==> config.mk <==
export PLATFORM = sky130hd
export DESIGN_NAME = serial_subtractor_flat
export DESIGN_NICKNAME = d
export VERILOG_FILES = /design/src/rtl/serial_sub_pkg.sv /design/src/rtl/serial_subtractor_if.sv /design/src/rtl/serial_subtractor_full_sub.sv /design/src/rtl/serial_subtractor.sv /design/src/flat_wrapper.sv
export SDC_FILE = /design/constraint.sdc
export NUM_CORES = 1
export LEC_CHECK = 0
export ABC_AREA = 1
export CORE_AREA = 5 5 60 62
export CTS_CLUSTER_DIAMETER = 50
export DETAILED_ROUTE_END_ITERATION = 10
export DIE_AREA = 0 0 65 67
export PLACE_DENSITY = 0.75
export SYNTH_ARGS = -nofsm -noshare
export SYNTH_HDL_FRONTEND = slang
export SYNTH_SLANG_ARGS = --single-unit
==> constraint.sdc <==
create_clock -name clk -period 1.43 [get_ports clk]
set_input_delay 0.286 -clock clk [delete_from_list [all_inputs] [get_ports clk]]
set_output_delay 0.286 -clock clk [all_outputs]
set_load 0.02 [all_outputs]
==> src/rtl/serial_sub_pkg.sv <==
// Shared types and defaults for the bit-serial subtractor.
package serial_sub_pkg;

  localparam int DEFAULT_WIDTH = 8;

  typedef enum logic [1:0] {
    IDLE  = 2'd0,
    SHIFT = 2'd1,
    DONE  = 2'd2
  } state_e;

endpackage

==> src/rtl/serial_subtractor_if.sv <==
// Request/result bundle between a requester and the serial subtractor.
// start is a request that is accepted only while the block is idle (busy=0, done=0).
// Any request made during busy or done is dropped. done pulses for one cycle.
// diff and borrow_out are valid from that pulse until the next accepted start.
interface serial_subtractor_if #(
  parameter int WIDTH = 8
);
  logic             start;
  logic [WIDTH-1:0] a;
  logic [WIDTH-1:0] b;
  logic [WIDTH-1:0] diff;
  logic             borrow_out;
  logic             busy;
  logic             done;

  modport master (
    output start, a, b,
    input  diff, borrow_out, busy, done
  );

  modport slave (
    input  start, a, b,
    output diff, borrow_out, busy, done
  );
endinterface

==> src/rtl/serial_subtractor_full_sub.sv <==
// One-bit full subtractor: sub = x - y - Bin, with the borrow out in Bout.
module full_sub (
  input  logic x,
  input  logic y,
  input  logic Bin,
  output logic sub,
  output logic Bout
);
  assign sub  = x ^ y ^ Bin;
  assign Bout = (~x & y) | (~(x ^ y) & Bin);
endmodule

==> src/rtl/serial_subtractor.sv <==
// Bit-serial a-b: one bit per clock, LSB first, through a single full subtractor.
module serial_subtractor
  import serial_sub_pkg::*;
#(
  parameter int WIDTH = DEFAULT_WIDTH
) (
  input  logic                  clk,
  input  logic                  rst,
  serial_subtractor_if.slave    bus,
  output state_e                state_o
);

  localparam int CNT_W = $clog2(WIDTH) + 1;

  state_e           state_q, state_d;
  logic [WIDTH-1:0] a_q, a_d;
  logic [WIDTH-1:0] b_q, b_d;
  logic [WIDTH-1:0] diff_q, diff_d;
  logic             borrow_q, borrow_d;
  logic [CNT_W-1:0] cnt_q, cnt_d;
  logic             bit_sub;
  logic             bit_bout;

  full_sub u_full_sub (
    .x    (a_q[0]),
    .y    (b_q[0]),
    .Bin  (borrow_q),
    .sub  (bit_sub),
    .Bout (bit_bout)
  );

  always_ff @(posedge clk or posedge rst) begin
    if (rst) begin
      state_q  <= IDLE;
      a_q      <= '0;
      b_q      <= '0;
      diff_q   <= '0;
      borrow_q <= 1'b0;
      cnt_q    <= '0;
    end else begin
      state_q  <= state_d;
      a_q      <= a_d;
      b_q      <= b_d;
      diff_q   <= diff_d;
      borrow_q <= borrow_d;
      cnt_q    <= cnt_d;
    end
  end

  always_comb begin
    state_d  = state_q;
    a_d      = a_q;
    b_d      = b_q;
    diff_d   = diff_q;
    borrow_d = borrow_q;
    cnt_d    = cnt_q;
    case (state_q)
      IDLE: begin
        if (bus.start) begin
          a_d      = bus.a;
          b_d      = bus.b;
          borrow_d = 1'b0;
          cnt_d    = '0;
          state_d  = SHIFT;
        end
      end
      SHIFT: begin
        // Result bits enter at the MSB so the LSB lands in bit 0 after WIDTH shifts.
        diff_d   = {bit_sub, diff_q[WIDTH-1:1]};
        a_d      = {1'b0, a_q[WIDTH-1:1]};
        b_d      = {1'b0, b_q[WIDTH-1:1]};
        borrow_d = bit_bout;
        cnt_d    = cnt_q + CNT_W'(1);
        if (cnt_q == CNT_W'(WIDTH - 1)) begin
          state_d = DONE;
        end
      end
      DONE: begin
        state_d = IDLE;
      end
      default: begin
        state_d = IDLE;
      end
    endcase
  end

  assign bus.diff       = diff_q;
  assign bus.borrow_out = borrow_q;
  assign bus.busy       = (state_q == SHIFT);
  assign bus.done       = (state_q == DONE);
  assign state_o        = state_q;

endmodule

==> src/flat_wrapper.sv <==
// flat-port wrapper written by rule: the top's interface ports become plain ports
module serial_subtractor_flat import serial_sub_pkg::*;
#(
  parameter int WIDTH = DEFAULT_WIDTH
)
  (clk, rst, state_o, bus_start, bus_a, bus_b, bus_diff, bus_borrow_out, bus_busy, bus_done);
  serial_subtractor_if #(.WIDTH(WIDTH)) bus_i ();
  input  logic clk;
  input  logic rst;
  output state_e state_o;
  input wire logic [$bits(bus_i.start)-1:0] bus_start;
  input wire logic [$bits(bus_i.a)-1:0] bus_a;
  input wire logic [$bits(bus_i.b)-1:0] bus_b;
  output wire logic [$bits(bus_i.diff)-1:0] bus_diff;
  output wire logic [$bits(bus_i.borrow_out)-1:0] bus_borrow_out;
  output wire logic [$bits(bus_i.busy)-1:0] bus_busy;
  output wire logic [$bits(bus_i.done)-1:0] bus_done;
  assign bus_i.start = bus_start;
  assign bus_i.a = bus_a;
  assign bus_i.b = bus_b;
  assign bus_diff = bus_i.diff;
  assign bus_borrow_out = bus_i.borrow_out;
  assign bus_busy = bus_i.busy;
  assign bus_done = bus_i.done;
  serial_subtractor #(.WIDTH(WIDTH)) u_core (.clk(clk), .rst(rst), .bus(bus_i), .state_o(state_o));
endmodule
==> results of run 1 <==
==> metrics by stage <==
stage	setup WS (ns)	cell area [um2]	cells	hold WS (ns)	TNS [ns]
3_5_place_dp	-0.0234	1760	218	0.475	-0.0340
6_report	0.0668	1800	226	0.303	0
2_1_floorplan	0.249	1380	156	0.390	0
3_3_place_gp	-0.00536	1760	218	0.463	-0.00536
4_1_cts	0.0301	1800	226	0.298	0
5_1_grt	0.00377	1800	226	0.316	0
==> path summary, 6_finish.rpt <==
check                                          startpoint                        endpoint  slack [ns]  cells after the start
setup / recovery            u_core.state_o[0]$_DFFE_PP0P_                      state_o[0]        0.07                      2
hold / removal                                        rst  u_core.bus.diff[6]$_DFFE_PP0N_        0.30                      3
setup reg to reg            u_core.state_o[0]$_DFFE_PP0P_       u_core.b_q[1]$_DFFE_PP0P_        0.27                      4
hold reg to reg            u_core.bus.diff[0]$_DFFE_PP0N_  u_core.bus.diff[0]$_DFFE_PP0N_        0.49                      2
max in group asynchronous                             rst     u_core.cnt_q[0]$_DFFE_PP0P_        0.96                      3
min in group clk           u_core.bus.diff[0]$_DFFE_PP0N_  u_core.bus.diff[0]$_DFFE_PP0N_        0.49                      2
==> Yosys cell counts <==
cell type,number
nor2_1,2
inv_6,1
fa_1,1
nand4_1,1
ha_1,1
nor2_4,1
o21ai_0,2
nand2_2,1
buf_6,2
dfrtp_1,31
o21ai_1,2
nand3_1,38
inv_2,1
xnor2_1,1
inv_1,3
buf_4,1
buf_2,5
nand2_4,1
nand2_1,61
==> cells by family after synthesis <==
| group | after synthesis | share of synthesized area |
|---|---|---|
| compound gates | 4 | 0.0145 |
| xor+xnor | 1 | 0.00636 |
| simple gates | 105 | 0.335 |
| fa+ha+maj | 2 | 0.0236 |
| flops | 31 | 0.563 |
| buf+inv | 13 | 0.0572 |
==> routing by layer <==
| metal | vias to the layer above | wire, um | GRT usage |
|---|---|---|---|
| met1 | 568 | 1260 | 0.172 |
| met3 | 2 | 210 | 0.0658 |
| met5 | - | 0 | 0 |
| met2 | 39 | 1470 | 0.275 |
| li1 | 574 | - | - |
| met4 | 0 | 22 | 0.0818 |
==> worst min-delay path, cell delays in order <==
cell             delay, ns
clkdlybuf4s50_1       0.40
inv_1                 0.10
buf_12                0.21
==> repair_timing <==
item                                    4_1_cts  5_1_grt
endpoints found under the hold margin         0        0
endpoints found under the setup margin       13        3
gates resized for setup                      22        4
==> sequential cells by signal (all words and copies together) (netlist names) <==
register,count
u_core.cnt_q,4
u_core.a_q,8
u_core.bus.borrow_out,1
u_core.b_q,8
u_core.state_o,2
u_core.bus.diff,8
==> final cells by class <==
cell class                      count  share of cell area
Clock buffer                        8              0.0382
Inverter                            5              0.0132
Multi-Input combinational cell    112               0.290
Sequential cell                    31               0.430
Tap cell                           33              0.0229
Timing Repair Buffer               37               0.205
==> power groups by stage <==
| stage | Sequential [W] | Combinational [W] | Clock (W) |
|---|---|---|---|
| 2_1_floorplan | 0.00162 | 0.000898 | 0 |
| 3_3_place_gp | 0.00148 | 0.00155 | 0 |
| 3_5_place_dp | 0.00151 | 0.00161 | 0 |
| 4_1_cts | 0.00149 | 0.00151 | 0.000599 |
| 5_1_grt | 0.00154 | 0.00168 | 0.000648 |
| 6_report | 0.00149 | 0.00149 | 0.000569 |
==> metrics.cfg, run 1 <==
[final_layout]
areaGrowthSynthToFinish_pct=30.9
drive_gt1_frac=0.109
ff_latch_area_um2=776
layout_commonest_cell=nand2_1
final_cell_mix=nand2_1 (61), nand3_1 (38), dfrtp_1 (31)
nets=213
n_fill_cell=278
final_util=0.605
multi_input_area_um2=523
num_antenna_cells=0

[global_routing]
antenna_found_initial=0
overflow=0
grt_pass1_vias=1206
grt_pass1_wl_um=5140
grt_util_all_layers=0.161
grt_max_degree=34

[timing]
setup_viol=0
slew_headroom=0.788
period_share=0.953
hold_viol=0
slew_violations=0
fmax_ghz=0.734
worst_pin_slew_ns=0.318
finClkSkew_ns=0.00227
fin_crit_ns=1.36
grt_setup_unrepaired=false

[yosys]
synth.ff_latch_count=31
synth_top_area_frac=0.563
synth_nets=177
synthCells=156
syn_area_per_cell_um2=8.83
yosysSeqAreaShare=0.563
mappedNetlistArea_um2=1380
yosys_warnings=0
ys_types=19
synthTopCellsByArea=dfrtp_1 (56%), nand2_1 (17%), nand3_1 (14%)
yosys.area.top_type=dfrtp_1

[floorplanning]
start_util=0.463
die_h_um=67
die_w_um=65
rows=20
ioPinCount=32
fp.coreArea_um2=2980
dieArea_um2=4360

[cts]
cts_setup_buffers=0
cts_buffer_depth=2
postCtsHoldBufs=0
cts_tree=yes
htreeDepth=2
cts.sinks=31
clk_latency_ns=0.32
cts_root_buffer=clkbuf_4
clk_pin_slew_ns=0.09
numCtsBuffers=5

[power]
vdd_drop_max_v=0.000861
leakagePower_nw=0.903
total_power_w=0.00355
p_per_area_nw_per_um2=1970
power_frac_seq=0.420
clkPwrFrac=0.160
swShare=0.403
p_switching_w=0.00143
p_comb_frac=0.420
power.internal_w=0.00212

[placement]
place_congestion=0.762
io_buffers=31
hpwl_um=2010

[flow_run]
max_cap_violations=0

[status]
status=finished clean

[drt]
ant_nets=0
wl_per_cell_um=13.1
drt-initial-drc-count=85
routed_wl_um=2970
avgViaCountPerCell=5.23
vias=1183
drt_first_pass_iters=5
route.detailed.drc=0

[worst_setup_path]
path_cells=buf_4 > buf_2
slowest_stage=dfrtp_1
crit_arrival_ns=1.08
worstPathMaxFanout=3
cp_top_family=flip-flops
crit_required_ns=1.14
slowest_delay_ns=0.44
worst-path-buf-inv=2
path_class=reg2out
end_kind=primary output
crit_path_start_kind=flop

[worst_hold_path]
min_path_type=in2async

Note: power is estimated with default switching activity, not from simulation.
==> inputs of run 2 (changes only) <==
--- a/config.mk
+++ b/config.mk
@@ -7,10 +7,11 @@
 export LEC_CHECK = 0
 export ABC_AREA = 1
 export CORE_AREA = 5 5 60 62
-export CTS_CLUSTER_DIAMETER = 50
+export CTS_CLUSTER_DIAMETER = 150
 export DETAILED_ROUTE_END_ITERATION = 10
 export DIE_AREA = 0 0 65 67
 export PLACE_DENSITY = 0.75
+export SLEW_MARGIN = 20
 export SYNTH_ARGS = -nofsm -noshare
 export SYNTH_HDL_FRONTEND = slang
 export SYNTH_SLANG_ARGS = --single-unit
==> results of run 2 <==
Same layout as run 1: the final DEF is identical, and so are final timing and power.
==> inputs of run 3 (changes only) <==
==> constraint.sdc (replaced) <==
create_clock -name clk -period 1.43 [get_ports clk]
set_input_delay 0.286 -clock clk [delete_from_list [all_inputs] [get_ports clk]]
set_output_delay 0.286 -clock clk [all_outputs]
set_load 0.005 [all_outputs]
==> metrics.cfg, run 3 (synthesis results as in run 1) <==
[worst_setup_path]
end_kind=primary output  ; unchanged
crit_arrival_ns=1.12  ; was 1.08 ns
path_class=reg2out  ; unchanged
worstPathMaxFanout=2  ; was 3
crit_path_start_kind=flop  ; unchanged
crit_required_ns=1.14  ; about the same

[final_layout]
final_cell_mix=nand2_1 (61), nand3_1 (38), dfrtp_1 (31)  ; unchanged
layout_commonest_cell=nand2_1  ; unchanged
nets=225  ; was 213
areaGrowthSynthToFinish_pct=37.4  ; was 30.9%
num_antenna_cells=0  ; unchanged
drive_gt1_frac=0.156  ; was 0.109

[timing]
hold_viol=0  ; unchanged
slew_headroom=0.793  ; was 0.788
fin_crit_ns=1.40  ; was 1.36 ns
worst_slack_ns=0.0285  ; was 0.0668 ns
worst_pin_slew_ns=0.310  ; was 0.318 ns
fmax_ghz=0.714  ; was 0.734 GHz
period_share=0.980  ; was 0.953
slew_violations=0  ; unchanged
setup_viol=0  ; unchanged
finClkSkew_ns=0.00613  ; was 0.00227 ns
grt_setup_unrepaired=true  ; was false
setup_tns_ns=0  ; unchanged

[cts]
clk_latency_ns=0.33  ; was 0.32 ns
htreeDepth=2  ; unchanged
clk_pin_slew_ns=0.09  ; about the same
cts_root_buffer=clkbuf_4  ; unchanged
cts_buffer_depth=2  ; unchanged
numCtsBuffers=5  ; unchanged
postCtsHoldBufs=0  ; unchanged
cts_tree=yes  ; unchanged
cts.sinks=31  ; unchanged

[global_routing]
grt_pass1_vias=1152  ; was 1206
grt_max_degree=34  ; unchanged
grt_pass1_wl_um=5010  ; was 5140 um
antenna_found_initial=0  ; unchanged
grt_util_all_layers=0.151  ; was 0.161
overflow=0  ; unchanged

[status]
status=finished clean  ; unchanged

[drt]
vias=1213  ; was 1183
drt_first_pass_iters=4  ; was 5
drt-initial-drc-count=50  ; was 85
route.detailed.drc=0  ; unchanged
ant_nets=0  ; unchanged
avgViaCountPerCell=5.10  ; was 5.23
routed_wl_um=2920  ; was 2970 um
wl_per_cell_um=12.3  ; was 13.1 um

[power]
total_power_w=0.00355  ; about the same
p_per_area_nw_per_um2=1870  ; was 1970 nW/um2
vdd_drop_max_v=0.000785  ; was 0.000861 V
leakagePower_nw=0.961  ; was 0.903 nW

[floorplanning]
ioPinCount=32  ; unchanged
start_util=0.463  ; unchanged
fp.coreArea_um2=2980  ; unchanged
die_w_um=65  ; unchanged
rows=20  ; unchanged
die_h_um=67  ; unchanged
dieArea_um2=4360  ; unchanged

[placement]
hpwl_um=1960  ; was 2010 um
pre_cts_ws_ns=0.0683  ; was -0.0234 ns
io_buffers=31  ; unchanged
place_congestion=0.765  ; was 0.762

[flow_run]
max_cap_violations=0  ; unchanged

[worst_hold_path]
min_path_type=in2async  ; unchanged

run 3: routing by layer:
metal / wire length, um / track usage
met4: 53 / 0.0633
met1: 1310 / 0.191
met5: 0 / 0
met2: 1360 / 0.235
met3: 201 / 0.0506
run 3: timing repair:
item                                    CTS  global route
endpoints found under the hold margin     0             0
endpoints found under the setup margin   13             3
setup buffers                            10             1
gates resized for setup                  15             6
run 3: area by class of cell:
cell class | count | area (um2)
fill | 251 | 1080
sequential | 31 | 776
multi-input combinational | 112 | 523
timing repair buffer | 49 | 458
clock buffer | 8 | 68.8
tap | 33 | 41.3
inverter | 5 | 26.3
run 3: report_power, final:
| part | switching [W] | leakage, nW | internal [W] | total (W) |
|---|---|---|---|---|
| clock | 0.000281 | 0.0386 | 0.000289 | 0.000570 |
| sequential | 0.000219 | 0.397 | 0.00123 | 0.00145 |
| combinational | 0.000786 | 0.525 | 0.000739 | 0.00152 |
| total | 0.00129 | 0.961 | 0.00226 | 0.00355 |
run 3: final timing paths:
kind	start	end	slack (ns)	depth (start not counted)
max	u_core.state_o[0]$_DFFE_PP0P_	state_o[0]	0.03	2
min	rst	u_core.bus.borrow_out$_DFFE_PP0P_	0.29	3
max reg2reg	u_core.state_o[1]$_DFFE_PP0P_	u_core.a_q[5]$_DFFE_PP0P_	0.19	7
min reg2reg	u_core.bus.diff[0]$_DFFE_PP0N_	u_core.bus.diff[0]$_DFFE_PP0N_	0.48	2
max in group asynchronous	rst	u_core.b_q[7]$_DFFE_PP0P_	0.98	3
min in group clk	u_core.bus.diff[0]$_DFFE_PP0N_	u_core.bus.diff[0]$_DFFE_PP0N_	0.48	2
run 3: per-stage QoR:
step	util	hold WS (ns)	area (um2)	std cells
floorplan	-	0.390	1380	156
global placement	0.588	0.463	1750	219
detailed placement	0.588	0.465	1750	219
CTS	0.632	0.285	1880	237
global route	0.636	0.299	1890	238
finish	0.636	0.289	1890	238
run 3: critical path, cell delays in order (launching register included):
cell and delay (ns):
dfrtp_1 0.39, buf_4 0.14, dlygate4sd2_1 0.25
